File: src/rtl/serial_sub_pkg.sv
// Shared types and helpers for the bit-serial subtractor controller.
package serial_sub_pkg;

    typedef enum logic [1:0] {
        IDLE = 2'd0,
        RUN  = 2'd1,
        DONE = 2'd2
    } sub_state_e;

    // Bit-counter width able to hold 0..width.
    function automatic int unsigned sub_cnt_w(input int unsigned width);
        return $clog2(width + 1);
    endfunction

endpackage

File: src/rtl/sub_bit_step.sv
// One-bit subtract step: two half-subtractor cells and an OR on the borrows.
module sub_bit_step (
    input  logic a_i,
    input  logic b_i,
    input  logic br_in,
    output logic d,
    output logic br_out
);

    logic d1;
    logic b1;
    logic b2;

    assign d1     = a_i ^ b_i;
    assign b1     = ~a_i & b_i;
    assign d      = d1 ^ br_in;
    assign b2     = ~d1 & br_in;
    assign br_out = b1 | b2;

endmodule

File: src/rtl/serial_sub_ctrl.sv
// Bit-serial subtractor: sequences one sub_bit_step over WIDTH bits, LSB first,
// between a valid/ready operand handshake and a valid/ready result handshake.
module serial_sub_ctrl
    import serial_sub_pkg::*;
#(
    parameter int unsigned WIDTH = 8
) (
    input  logic             clk,
    input  logic             rst_n,
    input  logic             in_valid,
    output logic             in_ready,
    input  logic [WIDTH-1:0] a,
    input  logic [WIDTH-1:0] b,
    output logic             out_valid,
    input  logic             out_ready,
    output logic [WIDTH-1:0] dif,
    output logic             bor,
    output logic             busy
);

    localparam int unsigned      CNT_W    = sub_cnt_w(WIDTH);
    localparam logic [CNT_W-1:0] LAST_CNT = CNT_W'(WIDTH - 1);

    sub_state_e       state_q, state_d;
    logic [WIDTH-1:0] a_q, a_d;
    logic [WIDTH-1:0] b_q, b_d;
    logic [WIDTH-1:0] res_q, res_d;
    logic [WIDTH-1:0] dif_q, dif_d;
    logic [CNT_W-1:0] cnt_q, cnt_d;
    logic             br_q, br_d;
    logic             bor_q, bor_d;
    logic             in_ready_q, in_ready_d;
    logic             out_valid_q, out_valid_d;
    logic             busy_q, busy_d;

    logic             step_d;
    logic             step_br;
    logic [WIDTH-1:0] res_shift;

    sub_bit_step u_step (
        .a_i    (a_q[0]),
        .b_i    (b_q[0]),
        .br_in  (br_q),
        .d      (step_d),
        .br_out (step_br)
    );

    // New difference bit enters at the MSB so the LSB-first stream lands in place.
    assign res_shift = (res_q >> 1) | (WIDTH'(step_d) << (WIDTH - 1));

    always_comb begin
        state_d     = state_q;
        a_d         = a_q;
        b_d         = b_q;
        res_d       = res_q;
        dif_d       = dif_q;
        cnt_d       = cnt_q;
        br_d        = br_q;
        bor_d       = bor_q;
        in_ready_d  = in_ready_q;
        out_valid_d = out_valid_q;
        busy_d      = busy_q;

        case (state_q)
            IDLE: begin
                in_ready_d = 1'b1;
                if (in_valid && in_ready_q) begin
                    a_d        = a;
                    b_d        = b;
                    res_d      = '0;
                    br_d       = 1'b0;
                    cnt_d      = '0;
                    in_ready_d = 1'b0;
                    busy_d     = 1'b1;
                    state_d    = RUN;
                end
            end
            RUN: begin
                a_d   = a_q >> 1;
                b_d   = b_q >> 1;
                br_d  = step_br;
                res_d = res_shift;
                cnt_d = cnt_q + CNT_W'(1);
                if (cnt_q == LAST_CNT) begin
                    dif_d       = res_shift;
                    bor_d       = step_br;
                    out_valid_d = 1'b1;
                    state_d     = DONE;
                end
            end
            DONE: begin
                // A simultaneous in_valid is left for the following IDLE cycle.
                if (out_ready) begin
                    out_valid_d = 1'b0;
                    busy_d      = 1'b0;
                    in_ready_d  = 1'b1;
                    state_d     = IDLE;
                end
            end
            default: begin
                state_d = IDLE;
            end
        endcase
    end

    always_ff @(posedge clk or negedge rst_n) begin
        if (!rst_n) begin
            state_q     <= IDLE;
            a_q         <= '0;
            b_q         <= '0;
            res_q       <= '0;
            dif_q       <= '0;
            cnt_q       <= '0;
            br_q        <= 1'b0;
            bor_q       <= 1'b0;
            in_ready_q  <= 1'b0;
            out_valid_q <= 1'b0;
            busy_q      <= 1'b0;
        end else begin
            state_q     <= state_d;
            a_q         <= a_d;
            b_q         <= b_d;
            res_q       <= res_d;
            dif_q       <= dif_d;
            cnt_q       <= cnt_d;
            br_q        <= br_d;
            bor_q       <= bor_d;
            in_ready_q  <= in_ready_d;
            out_valid_q <= out_valid_d;
            busy_q      <= busy_d;
        end
    end

    assign in_ready  = in_ready_q;
    assign out_valid = out_valid_q;
    assign dif       = dif_q;
    assign bor       = bor_q;
    assign busy      = busy_q;

endmodule
File: config.mk
export PLATFORM = sky130hd
export DESIGN_NAME = serial_sub_ctrl
export DESIGN_NICKNAME = d
export VERILOG_FILES = /design/src/rtl/serial_sub_pkg.sv /design/src/rtl/sub_bit_step.sv /design/src/rtl/serial_sub_ctrl.sv
export SDC_FILE = /design/constraint.sdc
export NUM_CORES = 1
export LEC_CHECK = 0
export CAP_MARGIN = 10
export CORE_MARGIN = 5
export CORE_UTILIZATION = 30
export CTS_CLUSTER_DIAMETER = 200
export CTS_CLUSTER_SIZE = 30
export DETAILED_ROUTE_END_ITERATION = 6
export SYNTH_ARGS = -nofsm -noshare
export SYNTH_HDL_FRONTEND = slang
export SYNTH_HIERARCHICAL = 1
export SYNTH_SLANG_ARGS = --single-unit
export TNS_END_PERCENT = 100
File: constraint.sdc
create_clock -name clk -period 3.8 [get_ports clk]
set_clock_uncertainty 0.2 [all_clocks]
set_input_delay 1.14 -clock clk [delete_from_list [all_inputs] [get_ports clk]]
set_output_delay 1.14 -clock clk [all_outputs]
set_load 0.005 [all_outputs]
Yosys cells after proc, flatten, opt, wreduce, memory -nomap -nowiden:

Index checks and enable logic that the tools add are counted.

* flip-flop bits (word level): 43

* $add $sub $neg: 1
* equality and inequality tests: 6
* mux-type cells: 22
* bitwise gates (word level): 8
* reductions and logical operators: 11

Operator list (number)
* $pmux W8 S2: 3
* $mux W8: 3
* $reduce_and A3 Y1: 3
* $or A7 B8 Y8: 1
* $pmux W1 S2: 4
* $pmux W4 S2: 1
* $mux W1: 6
* $mux W2: 3
* $ne A2 B2 Y1 const B: 3
* $pmux W2 S3: 1
* $reduce_and A2 Y1: 3
* $reduce_bool A2 Y1: 3
* $add A4 B1 Y4 const B: 1
* $eq A4 B3 Y1 const B: 1
* $mux W4: 1
* $and A1 B1 Y1: 2
* $eq A2 B1 Y1 const B: 1
* $eq A2 B2 Y1 const B: 1
* $logic_not A2 Y1: 1
* $not A1 Y1: 2
* $xor A1 B1 Y1: 2
* $logic_and A1 B1 Y1: 1
* $or A1 B1 Y1: 1

Logic depth before layout (Yosys ltp):

* depth after elaboration: 5
* depth in mapped cells: 5

Modules after synthesis:

Netlist, hierarchy kept.

Modules (own cells, without submodules)
* serial_sub_ctrl: times used 1, cells an instance 142, area each 1729.2 um^2, seq. area each 1051.0 um^2
* sub_bit_step: times used 1, cells an instance 4, area each 31.3 um^2, seq. area each 0.0 um^2

Least setup slack after synthesis:

No wires, ideal clock.

* path kind: input to register
* start: in in_valid
* end: reg a_q[7]
* library setup time: 121 ps
* data arrival time: 1860 ps
* data required time: 3479 ps
* setup slack: 1619 ps
* stages on the path: 5
* buffers on the path: 2
* path through: a21oi_2 or2_1 buf_6 buf_6 a22o_1

* longest elaborated chain between the ends: 3

RTL lines
* from (decl): line serial_sub_ctrl.sv:10 `input logic in_valid,`
* $logic_and A1 B1 Y1: line serial_sub_ctrl.sv:67 `if (in_valid && in_ready_q) begin`
* $ne A2 B2 Y1 (no line)
* $reduce_and A2 Y1 (no line)
* to (signal assigned): line serial_sub_ctrl.sv:109 `a_q <= '0;`
* to (signal assigned): line serial_sub_ctrl.sv:121 `a_q <= a_d;`
* to (decl): line serial_sub_ctrl.sv:25 `logic [WIDTH-1:0] a_q, a_d;`

Every way passes these cells.
A chain may end at the register's enable or synchronous reset.

Worst setup path after layout:

* start: in in_valid
* end: reg cnt_q[2]

* longest elaborated chain between the ends: 3

RTL lines
* $logic_and A1 B1 Y1: line serial_sub_ctrl.sv:67
* $ne A2 B2 Y1 (no line)
* $reduce_and A2 Y1 (no line)
* to (signal assigned): line serial_sub_ctrl.sv:125 `cnt_q <= cnt_d;`
* to (decl): line serial_sub_ctrl.sv:29 `logic [CNT_W-1:0] cnt_q, cnt_d;`

Every way passes these cells.

==> out/qor_table.md <==
| Step | Metric | Reported |
|:---|:---|:---|
| placement | Placed standard-cell area | 2110 um2 |
| placement | Final GP Congestion | 0.737 |
| min path | Destination of the worst hold path | busy |
| critical path | Total stage count of the critical path | 5 |
| drt | Via count of the routed design | 1,210 |
| drt | Routed Antenna Nets | 0 |
| placement | Port bufs | 31 |
| clock tree | Clock sink count | 42 |
| synth | Post-Synthesis Cells | 146 |
| synth | Share of synthesized area occupied by flip-flops and latches | 59.7% |
| critical path | Category of the worst setup path launch point | input pin |
| die | Initial standard-cell utilization of the core | 30.3% |
| synth | Main synth FF type | dfrtp_1 |
| die | Core area | 5820 um2 |
| synth | Post-Synthesis Net Count | 168 |
| critical path | CP peak stage delay | 520 ps |
| drt | Via-per-instance ratio | 4.80 |
| clock tree | Max Buffers Root-to-Sink | 2 |
| final layout | Top library cells by usage in the layout, fill and taps aside | dfrtp_1 (42), clkdlybuf4s50_1 (30), nand2_1 (16) |
| synth | Average footprint of a synthesized cell | 12.1 um2 |
| drt | DRC violation count after routing | 0 |
| sta | RSZ-0062 raised after global routing | no |
| sta | Max-slew violations | 0 |
| placement | Pre-CTS setup slack | 722 ps |
| power | Pwr Total | 1.64 mW |
| critical path | CP bufs+invs | 2 |
| grt | Wire length of the first global-routing pass | 5800 um |
| die | Die Footprint | 7500 um2 |
| drt | Post-detailed-route wirelength per cell | 13.5 um |
| clock tree | # resized after CTS | 0 |
| min path | Type of the worst min-delay path | flop to flop |
| final layout | Area delta synth->final | 26.2% |
| run status | Result of the run | finished clean |
| final layout | Final core utilization | 38.2% |
| min path | Worst hold stages | 2 |
| sta | Final cycle utilization of the critical path | 72.0% |
| die | Count of pins on the block boundary | 32 |
| synth | Synth Cell Area | 1760 um2 |
| critical path | CP Capture Type | flop |
| synth | Distinct cell type count after synthesis | 32 |
| final layout | Leading cell type in the layout, fill and taps excluded | dfrtp_1 |
| grt | Antenna violations before repair | 0 |
| clock tree | Clock latency of the later-clocked register in the worst-skew pair | 290 ps |
| sta | Final count of hold timing violations | 0 |
| power | Max rail drop VDD | 0.326 mV |
| clock tree | Clock input transition at the sequential cells of the worst setup and hold paths | 80 ps |
| critical path | Start point of the critical path | in_valid |
| sta | Smallest setup slack after layout | 1060 ps |
| grt | Maximum number of pins on one net before global-route repair | 43 |
| clock tree | Root buf cell | clkbuf_8 |
| min path | Worst Min Path Start | busy |
| critical path | Cell count of the worst reg-to-reg path | 4 |
| final layout | Number of diodes added for antenna fixing | 0 |
| drt | Detailed-route wire length | 3390 um |
| grt | Number of global-route vias before repair | 1,209 |
| sta | Maximum clock frequency | 366 MHz |
| clock tree | Hold buffers post-CTS | 0 |
| final layout | Number of nets in the finished design | 198 |
| die | Floorplan die height | 86.6 um |
| power | Static power due to leakage | 1.05 nW |
| sta | Fin Setup TNS | 0 ps |
| critical path | Cell with the biggest individual delay on the critical path | clkdlybuf4s50_1 |
| sta | Finish-stage setup viols | 0 |
| die | Standard-cell rows | 28 |
| final layout | Fraction of layout cells with a size suffix above 1 | 9.60% |
| power | Power density of the placed cells | 738 nW/um2 |
| sta | Actual slew at the worst max-slew pin | 918 ps |
| clock tree | Num CTS Buffers | 5 |
| final layout | Final Instance Area | 2220 um2 |
| critical path | Startpoint of the worst register-to-register path | state_q[1] |
| sta | Shortest clock period the worst path allows after layout | 2740 ps |
| critical path | Type of the setup path with the least slack | input pin to flop |
| run | Max-capacitance violation count | 0 |
| critical path | Worst Path Required | 3780 ps |
| critical path | R2R setup slack | 1550 ps |
| synth | Count of synthesis-stage warnings from yosys | 6 |
| critical path | Cells along the critical path | clkdlybuf4s50_1 -> a21oi_2 -> buf_4 -> or2_1 -> a221o_1 |
| synth | Number of enable-type register cells in the synthesized netlist | 0 |
| die | Width of the die | 86.6 um |
| synth | Fraction of registers with async set/reset | 100% |
| synth | Register bit count reported by yosys | 42 |
| critical path | Worst Path Max Fanout | 15 |
| clock tree | Clock tree from TritonCTS | done |
| placement | DP Wirelength | 2290 um |
| clock tree | Post-CTS setup-driven buffer insertion count | 0 |
| critical path | Data arrival time of the critical path | 2720 ps |
| critical path | Reg-to-reg endpoint | dif[1] |
| sta | Worst max-slew margin expressed relative to the limit | 38.8% |
| grt | Remaining Overflow, GRT | 0 |
| grt | Global Route Usage Sum | 10.0% |
| drt | Number of DRC markers after the initial detailed-route iteration | 58 |
| drt | Number of optimization iterations in the first detailed-route pass | 4 |
| critical path | Cell family with the largest share of critical-path delay | buffers and inverters |
| clock tree | Number of levels in the clock H-tree | 2 |
[cells by family (layout without fill, tap and decap cells)]
logic type	count (synthesis)	after routing	share of synthesized area [%]
adder cells (fa/ha/maj)	2	2	1.85
AND/OR/NAND/NOR	26	26	8.17
flip-flops	42	42	59.7
multiplexers	10	10	6.33
AO/OA/AOI/OAI	48	48	18.8
buffers and inverters	18	49	5.19
[worst max path at each step]
stage | to
floorplan | a_q[7]
global placement | cnt_q[2]
detailed placement | cnt_q[2]
CTS | cnt_q[2]
global route | cnt_q[2]
finish | cnt_q[2]
[cell type report]
cell class / count / area (um2)
Clock buffer: 5 / 68.8
Clock inverter: 3 / 40.0
Fill cell: 598 / 3590
Inverter: 8 / 30.0
Multi-Input combinational cell: 86 / 618
Sequential cell: 42 / 1050
Tap cell: 75 / 93.8
Timing Repair Buffer: 33 / 320
[power breakdown]
part	switching [mW]	leakage, nW	internal (mW)
Sequential	0.123	0.535	0.624
Clock	0.151	0.0579	0.193
Combinational	0.249	0.457	0.299
[per-layer routing]
metal  vias up  GRT usage, %  wire length [um]  share of wire (%)
met4         0          5.10                72                2.1
met5         -             0                 0                  0
met3         7          3.14               209                6.2
met1       595          13.4              1630                 48
met2        26          14.5              1480                 44
li1        582             -                 -                  -
[per-stage QoR]
stage / std cells / hold slack (ps)
after floorplan: 146 / 263
after global placement: 244 / 268
after detailed placement: 244 / 271
after CTS: 252 / 291
after global routing: 252 / 320
final: 252 / 286
[tightest hold or removal path: cells and delay by family, from the launching register on]
kind / cells / cell delay, ps
AND/OR/NAND/NOR: 2 / 110
flip-flops: 1 / 350
[registers in the layout (all words and copies together), names as in the netlist]
signal	count
a_q	8
b_q	8
bor	1
br_q	1
busy	1
cnt_q	4
dif	8
in_ready	1
out_valid	1
res_q	7
state_q	2
[Yosys cell counts, types with 2 or more instances]
library cell / count / area share, %
a21oi_1: 4 / 1.1
buf_2: 4 / 1.1
o21ai_0: 14 / 4.0
a22o_1: 11 / 5.5
buf_6: 2 / 1.3
inv_1: 8 / 1.7
dfrtp_1: 42 / 60
o22ai_1: 3 / 1.1
clkbuf_1: 3 / 0.64
nand2_1: 16 / 3.4
a22oi_1: 11 / 4.7
mux2_1: 8 / 5.1
Power figures use the tool's default switching activity.
